==> src/rtl/uart_tx_scheduler.sv <==
// uart_tx_scheduler: buffers host words in a circular FIFO and issues them one at a
// time to the UART transmitter, tracking parity retries and recovering hung transfers.
module uart_tx_scheduler #(
  parameter int size      = 32,
  parameter int DEPTH     = 8,
  parameter int MAX_RETRY = 3,
  parameter int TIMEOUT   = 4096
) (
  input  logic                   CLK_Baudin,
  input  logic                   RstSch,
  input  logic [size-1:0]        WrData,
  input  logic                   WrEn,
  input  logic                   ErrClr,
  input  logic                   DoneTx,
  input  logic                   Flag_in,
  output logic [size-1:0]        DataIn,
  output logic                   NewData,
  output logic                   TxRst,
  output logic                   Full,
  output logic                   Empty,
  output logic [$clog2(DEPTH):0] Count,
  output logic                   Busy,
  output logic                   RetryErr,
  output logic                   TimeoutErr
);

  localparam int AW = $clog2(DEPTH);
  localparam int CW = AW + 1;
  localparam int RW = $clog2(MAX_RETRY + 2);
  localparam int TW = $clog2(TIMEOUT);

  typedef enum logic [1:0] {
    IDLE    = 2'd0,
    ISSUE   = 2'd1,
    WAIT    = 2'd2,
    RECOVER = 2'd3
  } state_t;

  state_t          state_r;
  state_t          state_s;
  logic [size-1:0] mem_r [DEPTH];
  logic [AW-1:0]   wr_ptr_r;
  logic [AW-1:0]   rd_ptr_r;
  logic            done_q_r;
  logic            flag_q_r;
  logic [RW-1:0]   retry_cnt_r;
  logic [TW-1:0]   tmo_cnt_r;
  logic            pop_s;
  logic            push_s;
  logic            done_rise_s;
  logic            flag_rise_s;
  logic            retry_set_s;

  // Next-state and per-cycle control decode
  always_comb begin
    state_s     = state_r;
    pop_s       = 1'b0;
    retry_set_s = 1'b0;
    done_rise_s = DoneTx & ~done_q_r;
    flag_rise_s = Flag_in & ~flag_q_r;
    case (state_r)
      IDLE: begin
        if (!Empty) begin
          pop_s   = 1'b1;
          state_s = ISSUE;
        end else begin
          state_s = IDLE;
        end
      end
      ISSUE: state_s = WAIT;
      WAIT: begin
        if (flag_rise_s && (retry_cnt_r >= RW'(MAX_RETRY))) begin
          retry_set_s = 1'b1;
        end else begin
          retry_set_s = 1'b0;
        end
        // A stale-high DoneTx from the previous word never forms an edge here
        if (done_rise_s) begin
          state_s = IDLE;
        end else if (tmo_cnt_r == TW'(TIMEOUT - 1)) begin
          state_s = RECOVER;
        end else begin
          state_s = WAIT;
        end
      end
      RECOVER: state_s = IDLE;
      default: state_s = IDLE;
    endcase
    push_s = WrEn & (~Full | pop_s);
  end

  // FSM state register
  always_ff @(posedge CLK_Baudin) begin
    if (RstSch) begin
      state_r <= IDLE;
    end else begin
      state_r <= state_s;
    end
  end

  // FIFO storage; stale contents are harmless because pointers are reset
  always_ff @(posedge CLK_Baudin) begin
    if (push_s) begin
      mem_r[wr_ptr_r] <= WrData;
    end
  end

  // FIFO pointers, occupancy and registered full/empty flags
  always_ff @(posedge CLK_Baudin) begin
    if (RstSch) begin
      wr_ptr_r <= '0;
      rd_ptr_r <= '0;
      Count    <= '0;
      Full     <= 1'b0;
      Empty    <= 1'b1;
    end else begin
      if (push_s) begin
        wr_ptr_r <= wr_ptr_r + AW'(1);
      end
      if (pop_s) begin
        rd_ptr_r <= rd_ptr_r + AW'(1);
      end
      case ({push_s, pop_s})
        2'b10: begin
          Count <= Count + CW'(1);
          Full  <= (Count == CW'(DEPTH - 1));
          Empty <= 1'b0;
        end
        2'b01: begin
          Count <= Count - CW'(1);
          Full  <= 1'b0;
          Empty <= (Count == CW'(1));
        end
        default: begin
          Count <= Count;
        end
      endcase
    end
  end

  // Transmitter-facing outputs, edge history, retry/timeout counters, sticky errors
  always_ff @(posedge CLK_Baudin) begin
    if (RstSch) begin
      DataIn      <= '0;
      NewData     <= 1'b0;
      TxRst       <= 1'b0;
      Busy        <= 1'b0;
      RetryErr    <= 1'b0;
      TimeoutErr  <= 1'b0;
      done_q_r    <= 1'b0;
      flag_q_r    <= 1'b0;
      retry_cnt_r <= '0;
      tmo_cnt_r   <= '0;
    end else begin
      done_q_r <= DoneTx;
      flag_q_r <= Flag_in;
      if (pop_s) begin
        DataIn <= mem_r[rd_ptr_r];
      end
      NewData <= (state_s == ISSUE);
      TxRst   <= (state_s == RECOVER);
      Busy    <= (state_s != IDLE);
      if (state_r == ISSUE) begin
        retry_cnt_r <= '0;
        tmo_cnt_r   <= '0;
      end else if (state_r == WAIT) begin
        if (tmo_cnt_r != TW'(TIMEOUT - 1)) begin
          tmo_cnt_r <= tmo_cnt_r + TW'(1);
        end
        if (flag_rise_s && (retry_cnt_r != RW'(MAX_RETRY + 1))) begin
          retry_cnt_r <= retry_cnt_r + RW'(1);
        end
      end
      if (retry_set_s) begin
        RetryErr <= 1'b1;
      end else if (ErrClr) begin
        RetryErr <= 1'b0;
      end
      if (state_s == RECOVER) begin
        TimeoutErr <= 1'b1;
      end else if (ErrClr) begin
        TimeoutErr <= 1'b0;
      end
    end
  end

endmodule

==> config.mk <==
export PLATFORM = sky130hd
export DESIGN_NAME = uart_tx_scheduler
export DESIGN_NICKNAME = d
export VERILOG_FILES = /design/src/rtl/uart_tx_scheduler.sv
export SDC_FILE = /design/constraint.sdc
export NUM_CORES = 1
export LEC_CHECK = 0
export CORE_UTILIZATION = 45
export CTS_CLUSTER_DIAMETER = 150
export CTS_CLUSTER_SIZE = 12
export DETAILED_ROUTE_END_ITERATION = 10
export GPL_ROUTABILITY_DRIVEN = 0
export HOLD_SLACK_MARGIN = 0.15
export SYNTH_ARGS = -nofsm -noshare
export SYNTH_HDL_FRONTEND = slang
export SYNTH_SLANG_ARGS = --single-unit
==> constraint.sdc <==
create_clock -name CLK_Baudin -period 6 [get_ports CLK_Baudin]
set_clock_uncertainty 0.2 [all_clocks]
set_input_delay 0.6 -clock CLK_Baudin [delete_from_list [all_inputs] [get_ports CLK_Baudin]]
set_output_delay 0.6 -clock CLK_Baudin [all_outputs]
set_load 0.03 [all_outputs]
==> reports/results.tsv <==
stage	metric	value	unit
run_status	status	completed	
floorplan	row_count	60	
pwr	cellLeakagePower	4.57	nW
pwr	ir_drop	251	µV
routing	totalWireLength	24100	µm
synthesis	synth_edf_count	256	
placed_design	portBuffers	80	
critical_path	cp.required	6.02	ns
cells_and_area	nets	814	
cells_and_area	multi_input_area	0.00332	mm²
hold_path	hold_class	reg2reg	
routing	drcViolationCount	0	
timing	tns	0	ns
routing	first_iter_violations	370	
synthesis	synthArstFlopShare	0	%
timing	final.setup.worst_slack	2.45	ns
critical_path	cp-end-kind	register	
timing	min_period	3.55	ns
global_route	grt_pass1_wl	38000	µm
placed_design	dpl.cell_count	1106	
clock_network	cts-hold-fix-buffers	0	
routing	dr.pass1.iters	5	
synthesis	synth-main-ff-cell	edfxtp_1	
floorplan	die_area	0.0287	mm²
timing	hold_violations	0	
placed_design	dp.final_hpwl	13900	µm
clock_network	cts_buffers	30	
synthesis	synthTopCellsByCount	256 x edfxtp_1, 68 x dfxtp_1, 64 x mux4_2, 53 x nor2_1	
clock_network	clkLatencyLatePin	0.56	ns
synthesis	synthTopCellsByArea	edfxtp_1 61%, mux4_2 11%, dfxtp_1 11%	
clock_network	cts-resized-gates	0	
critical_path	critPathKind	reg2reg	
synthesis	synth_cell_types	55	
clock_network	clockRootBuffer	clkbuf_16	
timing	grt_setup_unrepaired	false	
global_route	overflow	0	
critical_path	start_kind	register	
clock_network	path_clk_slew	0.06	ns
clock_network	clock_path_buffers	3	
timing	max-slew-margin-rel	11.5	%
timing	fmax	282	MHz
placed_design	preCtsSetupSlack	2.33	ns
clock_network	cts.htree.levels	1	
routing	routedWlPerCell	20.8	µm
synthesis	synth_top_area_share	61.0	%
timing	final_max_slew_viol_count	0	
clock_network	postCtsSetupBuffers	0	
clock_network	cts_num_sinks	324	
synthesis	yosys_warnings	0	
cells_and_area	num_antenna_cells	0	
critical_path	r2r_slack	2.45	ns
synthesis	ys_ff_latch	324	
cells_and_area	fill_cells	2195	
critical_path	worstPathArrival	3.56	ns
critical_path	critPathMaxFanout	42	
synthesis	ys_seq_area_share	71.8	%
global_route	grt_usage	17.4	%
floorplan	io_pins	81	
floorplan	core	0.0272	mm²
floorplan	start_util	46.4	%
cells_and_area	synthToLayoutAreaGrowth	15.9	%
routing	antenna_left	0	
synthesis	avgSynthCellArea	18.6	µm²
global_route	grt_pass1_vias	6603	
timing	post-route-period-util	59.1	%
synthesis	syn_area	0.0126	mm²
routing	vias	6334	
floorplan	die_w	169	µm
clock_network	cts_tree	done	
synthesis	synth_top_cell_by_area	edfxtp_1	
floorplan	die_h	169	µm
routing	vias_per_cell	5.46	
cells_and_area	fin_cells	1160	
synthesis	synth_fp_nets	726	
global_route	grt_max_degree	67	
cells_and_area	seqCellArea	0.00906	mm²
synthesis	syn_inst	678	
cells_and_area	drive_gt1_share	24.0	%
global_route	antenna_found_initial	1	
synthesis	yosysMostFrequentCell	edfxtp_1	
timing	worst_pin_slew	1.32	ns
timing	setup_violations	0	
pwr	power_density	344	mW/mm²
run	cap_violations	0	
[registers in the layout, indices dropped and copies added (netlist names)]
signal and cells:
RetryErr 1, flag_q_r 1, Full 1, retry_cnt_r 3
Empty 1, mem_r 256, state_r 2, DataIn 32
tmo_cnt_r 12, TxRst 1, done_q_r 1, Busy 1
NewData 1, Count 4, rd_ptr_r 3, wr_ptr_r 3
TimeoutErr 1
[cells by family (layout without fill, tap and decap cells)]
logic type | after synthesis | count (layout) | synth area share, %
flops | 324 | 324 | 71.8
simple gates | 151 | 151 | 7.48
mux | 66 | 66 | 11.6
compound gates | 73 | 73 | 5.28
buf+inv | 45 | 155 | 2.22
xor+xnor | 9 | 9 | 0.626
fa+ha+maj | 10 | 10 | 0.993
[path summary, 6_finish.rpt]
check,start,endpoint,depth (start not counted)
max,Empty,mem_r[4][27],5
min,TimeoutErr,TimeoutErr,2
max reg2reg,Empty,mem_r[4][27],5
min reg2reg,TimeoutErr,TimeoutErr,2
[final cells by class]
type | count | share of cell area [%]
sequential | 324 | 62.0
multi-input combinational | 309 | 22.7
timing repair buffer | 89 | 5.91
clock buffer | 53 | 5.73
tap | 372 | 3.19
inverter | 12 | 0.343
clock inverter | 1 | 0.111
[cells in the final DEF, fill, tap and decap left out, types with 3 or more instances in the layout]
master	count
o22ai_2	31
nor2b_1	4
nand2b_1	5
nor2_1	50
xnor2_1	3
clkbuf_1	23
o21ai_1	3
nor3_1	5
buf_4	9
nand2_1	13
xor2_1	6
dfxtp_1	66
nor2_4	3
clkdlybuf4s50_1	79
a21oi_1	16
or3_1	7
o211ai_1	3
mux4_2	64
inv_1	11
clkbuf_16	30
nor3_2	35
edfxtp_1	256
nand3_1	8
ha_1	10
o21ai_0	7
[critical path, stage by stage (launching register included)]
cell      delay [ns]
dfxtp_1         0.34
or3_4           0.44
inv_6           0.33
o211ai_1        0.36
nor3_2          1.09
buf_4           0.46
[power breakdown]
part,switching [mW],internal (mW),leakage (nW),total [mW]
sequential,0.102,2.52,2.88,2.62
combinational,0.365,0.334,1.29,0.699
clock,0.765,0.935,0.404,1.70
total,1.23,3.79,4.57,5.02
[stage by stage]
step | total power [mW] | instance area [µm²] | utilization, % | hold WS [ns]
2_1_floorplan | 3.16 | 12600 | - | 0.251
3_3_place_gp | 3.37 | 13800 | 50.6 | 0.260
3_5_place_dp | 3.39 | 13800 | 50.6 | 0.272
4_1_cts | 5.08 | 14600 | 53.8 | 0.283
5_1_grt | 5.22 | 14600 | 53.8 | 0.315
6_report | 5.02 | 14600 | 53.8 | 0.277
[metal layers]
metal,vias to the layer above,global-route usage (%),wire length (µm)
li1,2876,-,-
met1,3288,22.7,10200
met2,132,30.6,12500
met3,36,2.57,880
met4,2,4.35,493
met5,-,0,13
Power figures use the tool's default switching activity.
